[src/rtl/serial_alu.sv]
// Bit-serial ALU sequencer: one 1-bit ALU slice plus a bit counter, producing one result bit per clock.
// Build option: define SERIAL_ALU_OVF_EN to drive overflow and use an overflow-corrected set-less-than.
module serial_alu #(
    parameter int unsigned WIDTH = 32
) (
    input  logic             clk,
    input  logic             rst,
    input  logic             start,
    input  logic             a_invert,
    input  logic             b_invert,
    input  logic [1:0]       op,
    input  logic [WIDTH-1:0] a,
    input  logic [WIDTH-1:0] b,
    output logic             busy,
    output logic             done,
    output logic [WIDTH-1:0] result,
    output logic             co,
    output logic             zero,
    output logic             overflow
);

    localparam int unsigned CNT_W = $clog2(WIDTH);

    localparam logic [1:0] S_IDLE = 2'd0;
    localparam logic [1:0] S_RUN  = 2'd1;
    localparam logic [1:0] S_DONE = 2'd2;

    localparam logic [1:0] OP_AND = 2'b00;
    localparam logic [1:0] OP_OR  = 2'b01;
    localparam logic [1:0] OP_ADD = 2'b10;
    localparam logic [1:0] OP_SLT = 2'b11;

    localparam logic [CNT_W-1:0] LAST_BIT = CNT_W'(WIDTH - 1);

    logic [1:0]       state;
    logic [1:0]       state_nxt;
    logic             accept;
    logic             finish;
    logic             busy_nxt;
    logic             done_nxt;

    logic [WIDTH-1:0] a_sh;
    logic [WIDTH-1:0] b_sh;
    logic [WIDTH-1:0] shift;
    logic             a_inv_q;
    logic             b_inv_q;
    logic [1:0]       op_q;
    logic [CNT_W-1:0] cnt;
    logic             carry;
    logic             last_bit;

    logic             ai;
    logic             bi;
    logic             sum;
    logic             cout;
    logic             slice_out;
    logic             ovf_msb;
    logic             set_bit;
    logic [WIDTH-1:0] final_shift;
    logic [WIDTH-1:0] result_nxt;
    logic             zero_nxt;
    logic             overflow_nxt;

    assign last_bit = (cnt == LAST_BIT);

    // One-bit ALU slice on the current LSB of the operand shifters.
    always_comb begin
        ai        = a_sh[0] ^ a_inv_q;
        bi        = b_sh[0] ^ b_inv_q;
        sum       = ai ^ bi ^ carry;
        cout      = (ai & bi) | (ai & carry) | (bi & carry);
        slice_out = 1'b0;
        case (op_q)
            OP_AND:  slice_out = ai & bi;
            OP_OR:   slice_out = ai | bi;
            OP_ADD:  slice_out = sum;
            OP_SLT:  slice_out = 1'b0;
            default: slice_out = 1'b0;
        endcase
    end

    // At the MSB, carry holds the carry into the slice, so overflow is carry-in xor carry-out.
`ifdef SERIAL_ALU_OVF_EN
    always_comb begin
        ovf_msb      = carry ^ cout;
        set_bit      = sum ^ ovf_msb;
        overflow_nxt = op_q[1] & ovf_msb;
    end
`else
    always_comb begin
        ovf_msb      = 1'b0;
        set_bit      = sum;
        overflow_nxt = ovf_msb;
    end
`endif

    // Final result as it will look once the MSB slice output is shifted in.
    always_comb begin
        final_shift = {slice_out, shift[WIDTH-1:1]};
        if (op_q == OP_SLT) begin
            result_nxt = {{(WIDTH-1){1'b0}}, set_bit};
        end else begin
            result_nxt = final_shift;
        end
        zero_nxt = (result_nxt == '0);
    end

    always_ff @(posedge clk) begin
        if (rst) begin
            state <= S_IDLE;
        end else begin
            state <= state_nxt;
        end
    end

    // Next-state decode; start is only honoured from IDLE or DONE.
    always_comb begin
        state_nxt = state;
        accept    = 1'b0;
        finish    = 1'b0;
        case (state)
            S_IDLE: begin
                if (start) begin
                    state_nxt = S_RUN;
                    accept    = 1'b1;
                end
            end
            S_RUN: begin
                if (last_bit) begin
                    state_nxt = S_DONE;
                    finish    = 1'b1;
                end
            end
            S_DONE: begin
                if (start) begin
                    state_nxt = S_RUN;
                    accept    = 1'b1;
                end else begin
                    state_nxt = S_IDLE;
                end
            end
            default: state_nxt = S_IDLE;
        endcase
        busy_nxt = (state_nxt == S_RUN);
        done_nxt = (state_nxt == S_DONE);
    end

    // Operand shifters, bit counter, carry chain and partial result.
    always_ff @(posedge clk) begin
        if (rst) begin
            a_sh    <= '0;
            b_sh    <= '0;
            shift   <= '0;
            a_inv_q <= 1'b0;
            b_inv_q <= 1'b0;
            op_q    <= OP_AND;
            cnt     <= '0;
            carry   <= 1'b0;
        end else if (accept) begin
            a_sh    <= a;
            b_sh    <= b;
            shift   <= '0;
            a_inv_q <= a_invert;
            b_inv_q <= b_invert;
            op_q    <= op;
            cnt     <= '0;
            carry   <= b_invert;
        end else if (state == S_RUN) begin
            a_sh  <= {1'b0, a_sh[WIDTH-1:1]};
            b_sh  <= {1'b0, b_sh[WIDTH-1:1]};
            shift <= final_shift;
            carry <= cout;
            if (last_bit) begin
                cnt <= '0;
            end else begin
                cnt <= cnt + CNT_W'(1);
            end
        end
    end

    // Visible outputs; result flags move only on entry to DONE.
    always_ff @(posedge clk) begin
        if (rst) begin
            busy     <= 1'b0;
            done     <= 1'b0;
            result   <= '0;
            co       <= 1'b0;
            zero     <= 1'b0;
            overflow <= 1'b0;
        end else begin
            busy <= busy_nxt;
            done <= done_nxt;
            if (finish) begin
                result   <= result_nxt;
                co       <= cout;
                zero     <= zero_nxt;
                overflow <= overflow_nxt;
            end
        end
    end

endmodule

[config.mk]
export PLATFORM = sky130hd
export DESIGN_NAME = serial_alu
export DESIGN_NICKNAME = d
export VERILOG_FILES = /design/src/rtl/serial_alu.sv
export SDC_FILE = /design/constraint.sdc
export NUM_CORES = 1
export LEC_CHECK = 0
export BUFFER_PORTS_ARGS = -buffer_cell sky130_fd_sc_hd__buf_2
export CAP_MARGIN = 20
export CELL_PAD_IN_SITES_DETAIL_PLACEMENT = 0
export CELL_PAD_IN_SITES_GLOBAL_PLACEMENT = 1
export CORE_MARGIN = 5
export CORE_UTILIZATION = 40
export DETAILED_ROUTE_END_ITERATION = 10
export HOLD_SLACK_MARGIN = 0.02
export PLACE_DENSITY_LB_ADDON = 0.3
export SKIP_LAST_GASP = 1
export SYNTH_ARGS = -nofsm -noshare
export SYNTH_HDL_FRONTEND = slang
export SYNTH_SLANG_ARGS = --single-unit
[constraint.sdc]
create_clock -name clk -period 2.75 [get_ports clk]
set_clock_uncertainty 0.15 [all_clocks]
set_input_delay 0.4125 -clock clk [delete_from_list [all_inputs] [get_ports clk]]
set_output_delay 0.4125 -clock clk [all_outputs]
set_load 0.05 [all_outputs]
# After elaboration in Yosys (flattened, before gate mapping)
# Index checks and enable logic that the tools add are counted.
[op_classes] add_sub_neg=1 n_eq_ne=8 mux=17 bitwise=10 n_reduce_logical=6
[ops] operator="32-bit 2-to-1 mux" n=5
[ops] operator="32-bit zero test" n=1
[ops] operator="2-bit == test (second input constant)" n=4
[ops] operator="1-bit 2-to-1 mux" n=7
[ops] operator="2-bit by 1-bit == test with 1-bit output (second input constant)" n=3
[ops] operator="2-bit one-hot mux with 3 select lines" n=1
[ops] operator="5-bit by 1-bit adder with 5-bit output (second input constant)" n=1
[ops] operator="5-bit == test (second input constant)" n=1
[ops] operator="5-bit 2-to-1 mux" n=1
[ops] operator="2-bit zero test" n=2
[ops] operator="2-bit 2-to-1 mux" n=2
[ops] operator="1-bit one-hot mux with 4 select lines" n=1
[ops] operator="2-bit OR reduction" n=2
[ops] operator="1-bit XOR" n=4
[ops] operator="1-bit AND" n=3
[ops] operator="1-bit OR" n=3
[ops] operator="2-bit nonzero test" n=1
[word_totals] register_bits=144 in_bits=71 out_inout_bits=37 wordCells=56

# Longest topological paths before layout
# Gate-level depths: netlist of run 1.
[depth] ltp_word=6 depth_mapped=8 depth_no_buf=7

# Worst setup path before layout of run 1
# Ideal clock, no wire load.
[synth_timing] path_kind="flip-flop to flip-flop" from="register b_sh[0]" to="register zero" setup_time_ns=0.079 arrival_ns=1.848 t_required_ns=2.521 setup_slack_ns=0.673 stages_incl_launch_ff=8 path_buffers=0 synth_period_minus_slack_ns=2.077 cell_sequence="dfxtp_1 -> xor2_1 -> inv_1 -> fa_1 -> o21ai_0 -> o31ai_4 -> or3b_1 -> a211oi_2"
[synth_between] elab_chain_cells=6 word_cells_on_any_way=8 cone_classes="mux: 2; bitwise: 5; reduce/logical: 1"
[synth_lines] item="start: declaration" line_no="43" rtl="logic [WIDTH-1:0] b_sh;"
[synth_lines] item="start signal: assignment" line_no="170" rtl="b_sh <= {1'b0, b_sh[WIDTH-1:1]};"
[synth_lines] item="1-bit XOR *" line_no="69" rtl="bi = b_sh[0] ^ b_inv_q;"
[synth_lines] item="1-bit XOR (2 in a row)" line_no="70" rtl="sum = ai ^ bi ^ carry;"
[synth_lines] item="1-bit one-hot mux with 4 select lines" line_no="73" rtl="case (op_q)"
[synth_lines] item="32-bit 2-to-1 mux *" line_no="100" rtl="if (op_q == OP_SLT) begin"
[synth_lines] item="32-bit zero test *" line_no="105" rtl="zero_nxt = (result_nxt == '0);"
[synth_lines] item="end signal: assignment" line_no="196" rtl="zero <= zero_nxt;"
[synth_lines] item="end: declaration" line_no="18" rtl="output logic zero,"
# Mark *: on every way between the ends. The rest lies on a longest branch, timed or not.
# A chain may end at the register's enable or synchronous reset.

# Final worst setup path of run 1
# Ends and elaborated chain as after synthesis.

==> flow_summary.ini, run 1 <==
[status]
status = complete, no violations

[cts]
ctsHtreeMaxLevel = 4
clock_path_buffers = 2
cts_inserted_buffers = 17
cts_resized = 0
cts_root_buffer = clkbuf_16
cts.clk_slew.worst_paths_ns = 0.06
post_cts_buffers = 0
cts_tree = done
insertion_delay_ns = 0.43
cts.sinks = 143
hold_buffers = 0

[power_and_ir_drop]
power.switching_mw = 1.17
leakage_nw = 2.69
clock_power_share_pct = 49.5
p_int_mw = 4.07
combPwrFrac_pct = 8.1
pwr_density_cell_nw_per_um2 = 742
peakVddDrop_mv = 0.373
p_sw_share_pct = 22.3
seq_power_share_pct = 42.4

[placed_design]
place_hpwl_um = 9080
io_buffers = 106
dpl_cell_area_um2 = 6390
dpl.cell_count = 965
place_congestion = 0.755
dp_slack_ns = 0.545

[final_layout]
mostFrequentLayoutCells = 233 x nand2_1, 143 x dfxtp_1, 105 x buf_2
fill_cells = 1355
syn_to_final_growth_pct = 22.8
layout-drive-gt1-share_pct = 19.2
multiInputGateArea_um2 = 2610
ff_latch_area_um2 = 2860
stdcell_count = 997
nets = 880
final_area_um2 = 7060
n_antenna_cell = 0
layout_commonest_cell = nand2_1

[yosys]
synthesis.nets = 804
synth.cell_area_um2 = 5750
synth.area.mux_share_pct = 0.174
yosys.area_share.xor_xnor_pct = 0.305
seq_area_frac_synth_pct = 49.8
synth_compound_area_share_pct = 17.6
synth_top_family_by_area = simple AND/OR/NAND/NOR gates
syn_avg_cell_area_um2 = 7.90
synth_top_flop_cell = dfxtp_1
synth_cell_type_count = 39
synth_edf_count = 0
synth_seq_cells = 143
synth_simple_gate_area_share_pct = 25.6
ys_warn_count = 0
synth_fa_ha_area_share_pct = 1.22
synth-async-reset-ratio_pct = 0
synthCells = 728

[min_path]
hp-class = input port to register

[job]
cap_violations = 0

[drt]
highest_layer = met5
wl_met3_um = 705
firstDrtPassIters = 4
viasPerCell = 5.17
drtIter0Drc = 337
wl_met2_um = 6540
wl_per_cell_um = 13.9
wl_um = 13900
ant_nets = 0
drc = 0
wl_met1_um = 6470
num_vias = 5154

[sta]
setup_ws_ns = 0.576
drv_slew = 0
post-route-min-period_ns = 2.17
holdWs_ns = 0.0937
setup_viol = 0
period_share_pct = 79.1
clock.fmax_mhz = 460
tns_ns = 0
worstMarginPinSlew_ns = 0.765
grt_setup_unrepaired = no
slew_headroom_pct = 48.9
final_hold_viol_count = 0

[setup_path]
path_class = register to register
crit_arrival_ns = 2.37
path_max_fanout = 3
crit_required_ns = 2.95
endpoint_kind = register
startpoint_type = register

[global_route]
grt_start_max_net_pins = 108
grt_util_all_layers_pct = 17.0
grt_pass1_vias = 5092
grt_pass1_wl_um = 23400
antenna_found_initial = 1
grt_overflow = 0

[floorplan]
io-pin-count = 108
rows = 43
die_h_um = 130
core_area_um2 = 14000
die_w_um = 130
die_area_um2 = 16900
start_util_pct = 41.1
-- power groups by stage --
stage               logic, mW  registers (mW)  clock network [mW]
floorplan               0.302            2.25                   0
global placement        0.419            2.26                   0
CTS                     0.431            2.22                2.66
global route            0.483            2.23                2.74
finish                  0.425            2.22                2.60
detailed placement      0.429            2.26                   0
-- stage by stage --
stage                     utilization [%]  power, mW
after floorplan                         -       2.56
after global placement               45.7       2.68
after detailed placement             45.7       2.69
after CTS                            50.5       5.31
after global routing                 50.5       5.45
final                                50.5       5.24
-- per-layer routing --
| layer | vias up | track usage [%] |
|---|---|---|
| met4 | 2 | 6.36 |
| met2 | 103 | 27.3 |
| li1 | 2632 | - |
| met3 | 12 | 4.75 |
| met5 | - | 0 |
| met1 | 2405 | 21.9 |
-- registers in the layout (all words and copies together) (netlist names) --
| name | count |
|---|---|
| busy | 1 |
| co | 1 |
| result | 32 |
| done | 1 |
| cnt | 5 |
| op_q | 2 |
| zero | 1 |
| shift | 31 |
| state | 2 |
| b_sh | 32 |
| a_inv_q | 1 |
| carry | 1 |
| a_sh | 32 |
| b_inv_q | 1 |
-- synth_stat cells, types with 2 or more instances --
| library cell | n | share of area, % |
|---|---|---|
| dfxtp_1 | 143 | 50 |
| a211oi_1 | 3 | 0.39 |
| nand3_1 | 33 | 2.9 |
| nor4_1 | 7 | 0.76 |
| nand2_1 | 233 | 15 |
| nor2b_1 | 3 | 0.33 |
| ha_1 | 4 | 0.87 |
| o21ai_0 | 2 | 0.17 |
| clkbuf_1 | 36 | 2.4 |
| inv_1 | 3 | 0.20 |
| or3_1 | 2 | 0.22 |
| a21oi_1 | 74 | 6.4 |
| a311oi_1 | 61 | 9.3 |
| buf_2 | 22 | 1.9 |
| nand2b_1 | 3 | 0.33 |
| nand4_1 | 2 | 0.22 |
| nor2_1 | 72 | 4.7 |
| buf_1 | 3 | 0.20 |
| clkbuf_8 | 2 | 0.48 |
-- kinds of logic after synthesis --
group / count (synthesis)
buffers and inverters: 67
XOR/XNOR: 2
adder cells (fa/ha/maj): 5
AND/OR/NAND/NOR: 362
other: 1
multiplexers: 1
AO/OA/AOI/OAI: 147
flip-flops: 143
-- final timing paths --
path / start / endpoint / slack [ns] / cells past startpoint
max reg2reg: b_sh[0] / zero / 0.58 / 7
min: op[1] / op_q[1] / 0.09 / 3
max: b_sh[0] / zero / 0.58 / 7
min reg2reg: result[6] / result[6] / 0.30 / 2
-- worst max-delay path: stages (launching register included) --
cell and delay (ns):
dfxtp_1 0.34, xor2_1 0.20, inv_1 0.10, fa_1 0.50, o21ai_0 0.13, o31ai_4 0.10, or3b_1 0.39, a211oi_2 0.21
-- area by class of cell --
cell class / instances / share of cell area (%)
sequential: 143 / 40.6
multi-input combinational: 518 / 36.9
timing repair buffer: 121 / 9.68
clock buffer: 21 / 6.52
tap: 180 / 3.19
clock inverter: 11 / 2.98
inverter: 3 / 0.160
Power figures use the tool's default switching activity.
==> inputs of run 2 (changes only) <==
Settings changed: CORE_UTILIZATION 40 to 36.
Clock period 2.75 ns to 1.85 ns, I/O delays scaled along.
==> flow_summary.ini, run 2 (synthesized netlist as in run 1, its figures left out) <==
[placed_design]
place_hpwl_um = 9550
dpl.cell_count = 1012
dpl_cell_area_um2 = 6580
place_congestion = 0.771
io_buffers = 106

[cts]
cts_root_buffer = clkbuf_16
cts.clk_slew.worst_paths_ns = 0.06
ctsHtreeMaxLevel = 4
cts_inserted_buffers = 17
cts_tree = done
clock_path_buffers = 2
cts.sinks = 143
insertion_delay_ns = 0.42

[setup_path]
crit_arrival_ns = 2.26
endpoint_kind = register
crit_required_ns = 2.03
path_max_fanout = 2
cpPeakStageDelay_ns = 0.52
crit_path_cell_trace = xor2_2 > inv_2 > fa_1 > o21ai_2 > o31ai_4 > or3b_4 > a211oi_2
path_class = register to register
crit_slowest_cell = fa_1
startpoint_type = register

[job]
cap_violations = 0

[power_and_ir_drop]
peakVddDrop_mv = 0.652
p_int_mw = 6.01
leakage_nw = 3.07
combPwrFrac_pct = 10.6
clock_power_share_pct = 47.3
power.switching_mw = 1.85
pwr_density_cell_nw_per_um2 = 976
seq_power_share_pct = 42.1
p_sw_share_pct = 23.5

[sta]
drv_slew = 0
grt_setup_unrepaired = yes
setup_viol = 3
period_share_pct = 112
post-route-min-period_ns = 2.08
setup_ws_ns = -0.225
final_hold_viol_count = 0
clock.fmax_mhz = 482

[drt]
firstDrtPassIters = 4
num_vias = 5504
drc = 0
wl_per_cell_um = 13.6
drtIter0Drc = 213
ant_nets = 0
wl_um = 15200
viasPerCell = 4.93

[final_layout]
syn_to_final_growth_pct = 40.0
fill_cells = 1528
mostFrequentLayoutCells = 233 x nand2_1, 138 x dfxtp_1, 105 x buf_2
stdcell_count = 1117
layout-drive-gt1-share_pct = 21.8
layout_commonest_cell = nand2_1
final_core_util_pct = 51.0
multiInputGateArea_um2 = 2700
reg_top3 = a_sh: 32 flops, b_sh: 32 flops, result: 32 flops
nets = 963
final_area_um2 = 8050
ff_latch_area_um2 = 2870

[floorplan]
rows = 46
core_area_um2 = 15800
die_h_um = 136
start_util_pct = 36.5
die_w_um = 136
io-pin-count = 108
die_area_um2 = 18600

[global_route]
grt_pass1_vias = 5276
use_met3_pct = 4.22
use_met2_pct = 27.0
antenna_found_initial = 1
grt_util_all_layers_pct = 16.5
grt_pass1_wl_um = 24800
grt_overflow = 0
top_usage_layer = met2
met1_usage_pct = 21.2
grt_start_max_net_pins = 70

[status]
status = complete, but fails checks
violations = negative setup slack

[min_path]
hp-class = input port to register
[run 2: cell count changes in the layout (fill, tap and decap cells not counted), sizes merged, moves of 3 or more]
cell and delta:
clkinv +3, dlygate4sd3 +65, clkbuf -3, buf +17
[run 2: final timing paths]
| kind | slack [ns] | startpoint | depth (start not counted) | endpoint |
|---|---|---|---|---|
| max | -0.23 | b_inv_q | 7 | zero |
| min | 0.04 | b[20] | 3 | b_sh[20] |
| max reg2reg | -0.23 | b_inv_q | 7 | zero |
| min reg2reg | 0.30 | result[5] | 2 | result[5] |
[run 2: power groups by stage]
| stage | registers [mW] | logic [mW] | clock network [mW] |
|---|---|---|---|
| floorplan | 3.35 | 0.452 | 0 |
| global placement | 3.36 | 0.674 | 0 |
| detailed placement | 3.37 | 0.688 | 0 |
| CTS | 3.30 | 0.808 | 3.80 |
| global route | 3.32 | 0.927 | 3.93 |
| finish | 3.31 | 0.833 | 3.71 |
[run 2: worst max-delay path: cells and delay by family (launching register included)]
kind | cells | cell delay (ns)
xor+xnor | 1 | 0.17
buf+inv | 1 | 0.06
fa+ha+maj | 1 | 0.52
compound gates | 3 | 0.34
flops | 1 | 0.35
simple gates | 1 | 0.40
[run 2: final cells by class]
class / instances / area share (%)
multi-input cells: 519 / 33.5
clock buffers: 18 / 5.33
diodes: 1 / 0.0311
repair buffers: 203 / 19.3
inverters: 3 / 0.140
well taps: 216 / 3.36
flip-flops and latches: 143 / 35.6
clock inverters: 14 / 2.67
[run 2: stage by stage]
stage | hold slack, ns | setup TNS [ns] | setup slack, ns | total power, mW
2_1_floorplan | 0.261 | -0.174 | -0.174 | 3.80
3_3_place_gp | 0.287 | -0.346 | -0.211 | 4.04
3_5_place_dp | 0.292 | -0.562 | -0.327 | 4.05
4_1_cts | 0.0205 | -0.394 | -0.298 | 7.91
5_1_grt | 0.0381 | -0.587 | -0.278 | 8.18
6_report | 0.0428 | -0.243 | -0.225 | 7.85
[run 2: repair_timing]
item	CTS	global route
resized for setup	8	14
pin swaps	5	4
gates cloned	0	1
hold buffers	64	1
setup buffers	2	5
endpoints found under the hold margin	64	1
endpoints found under the setup margin	3	38
[run 2: per-layer routing]
metal	wire length [um]	vias up
met5	0	-
met4	215	0
met3	601	17
met2	7280	104
met1	7090	2581
li1	-	2802
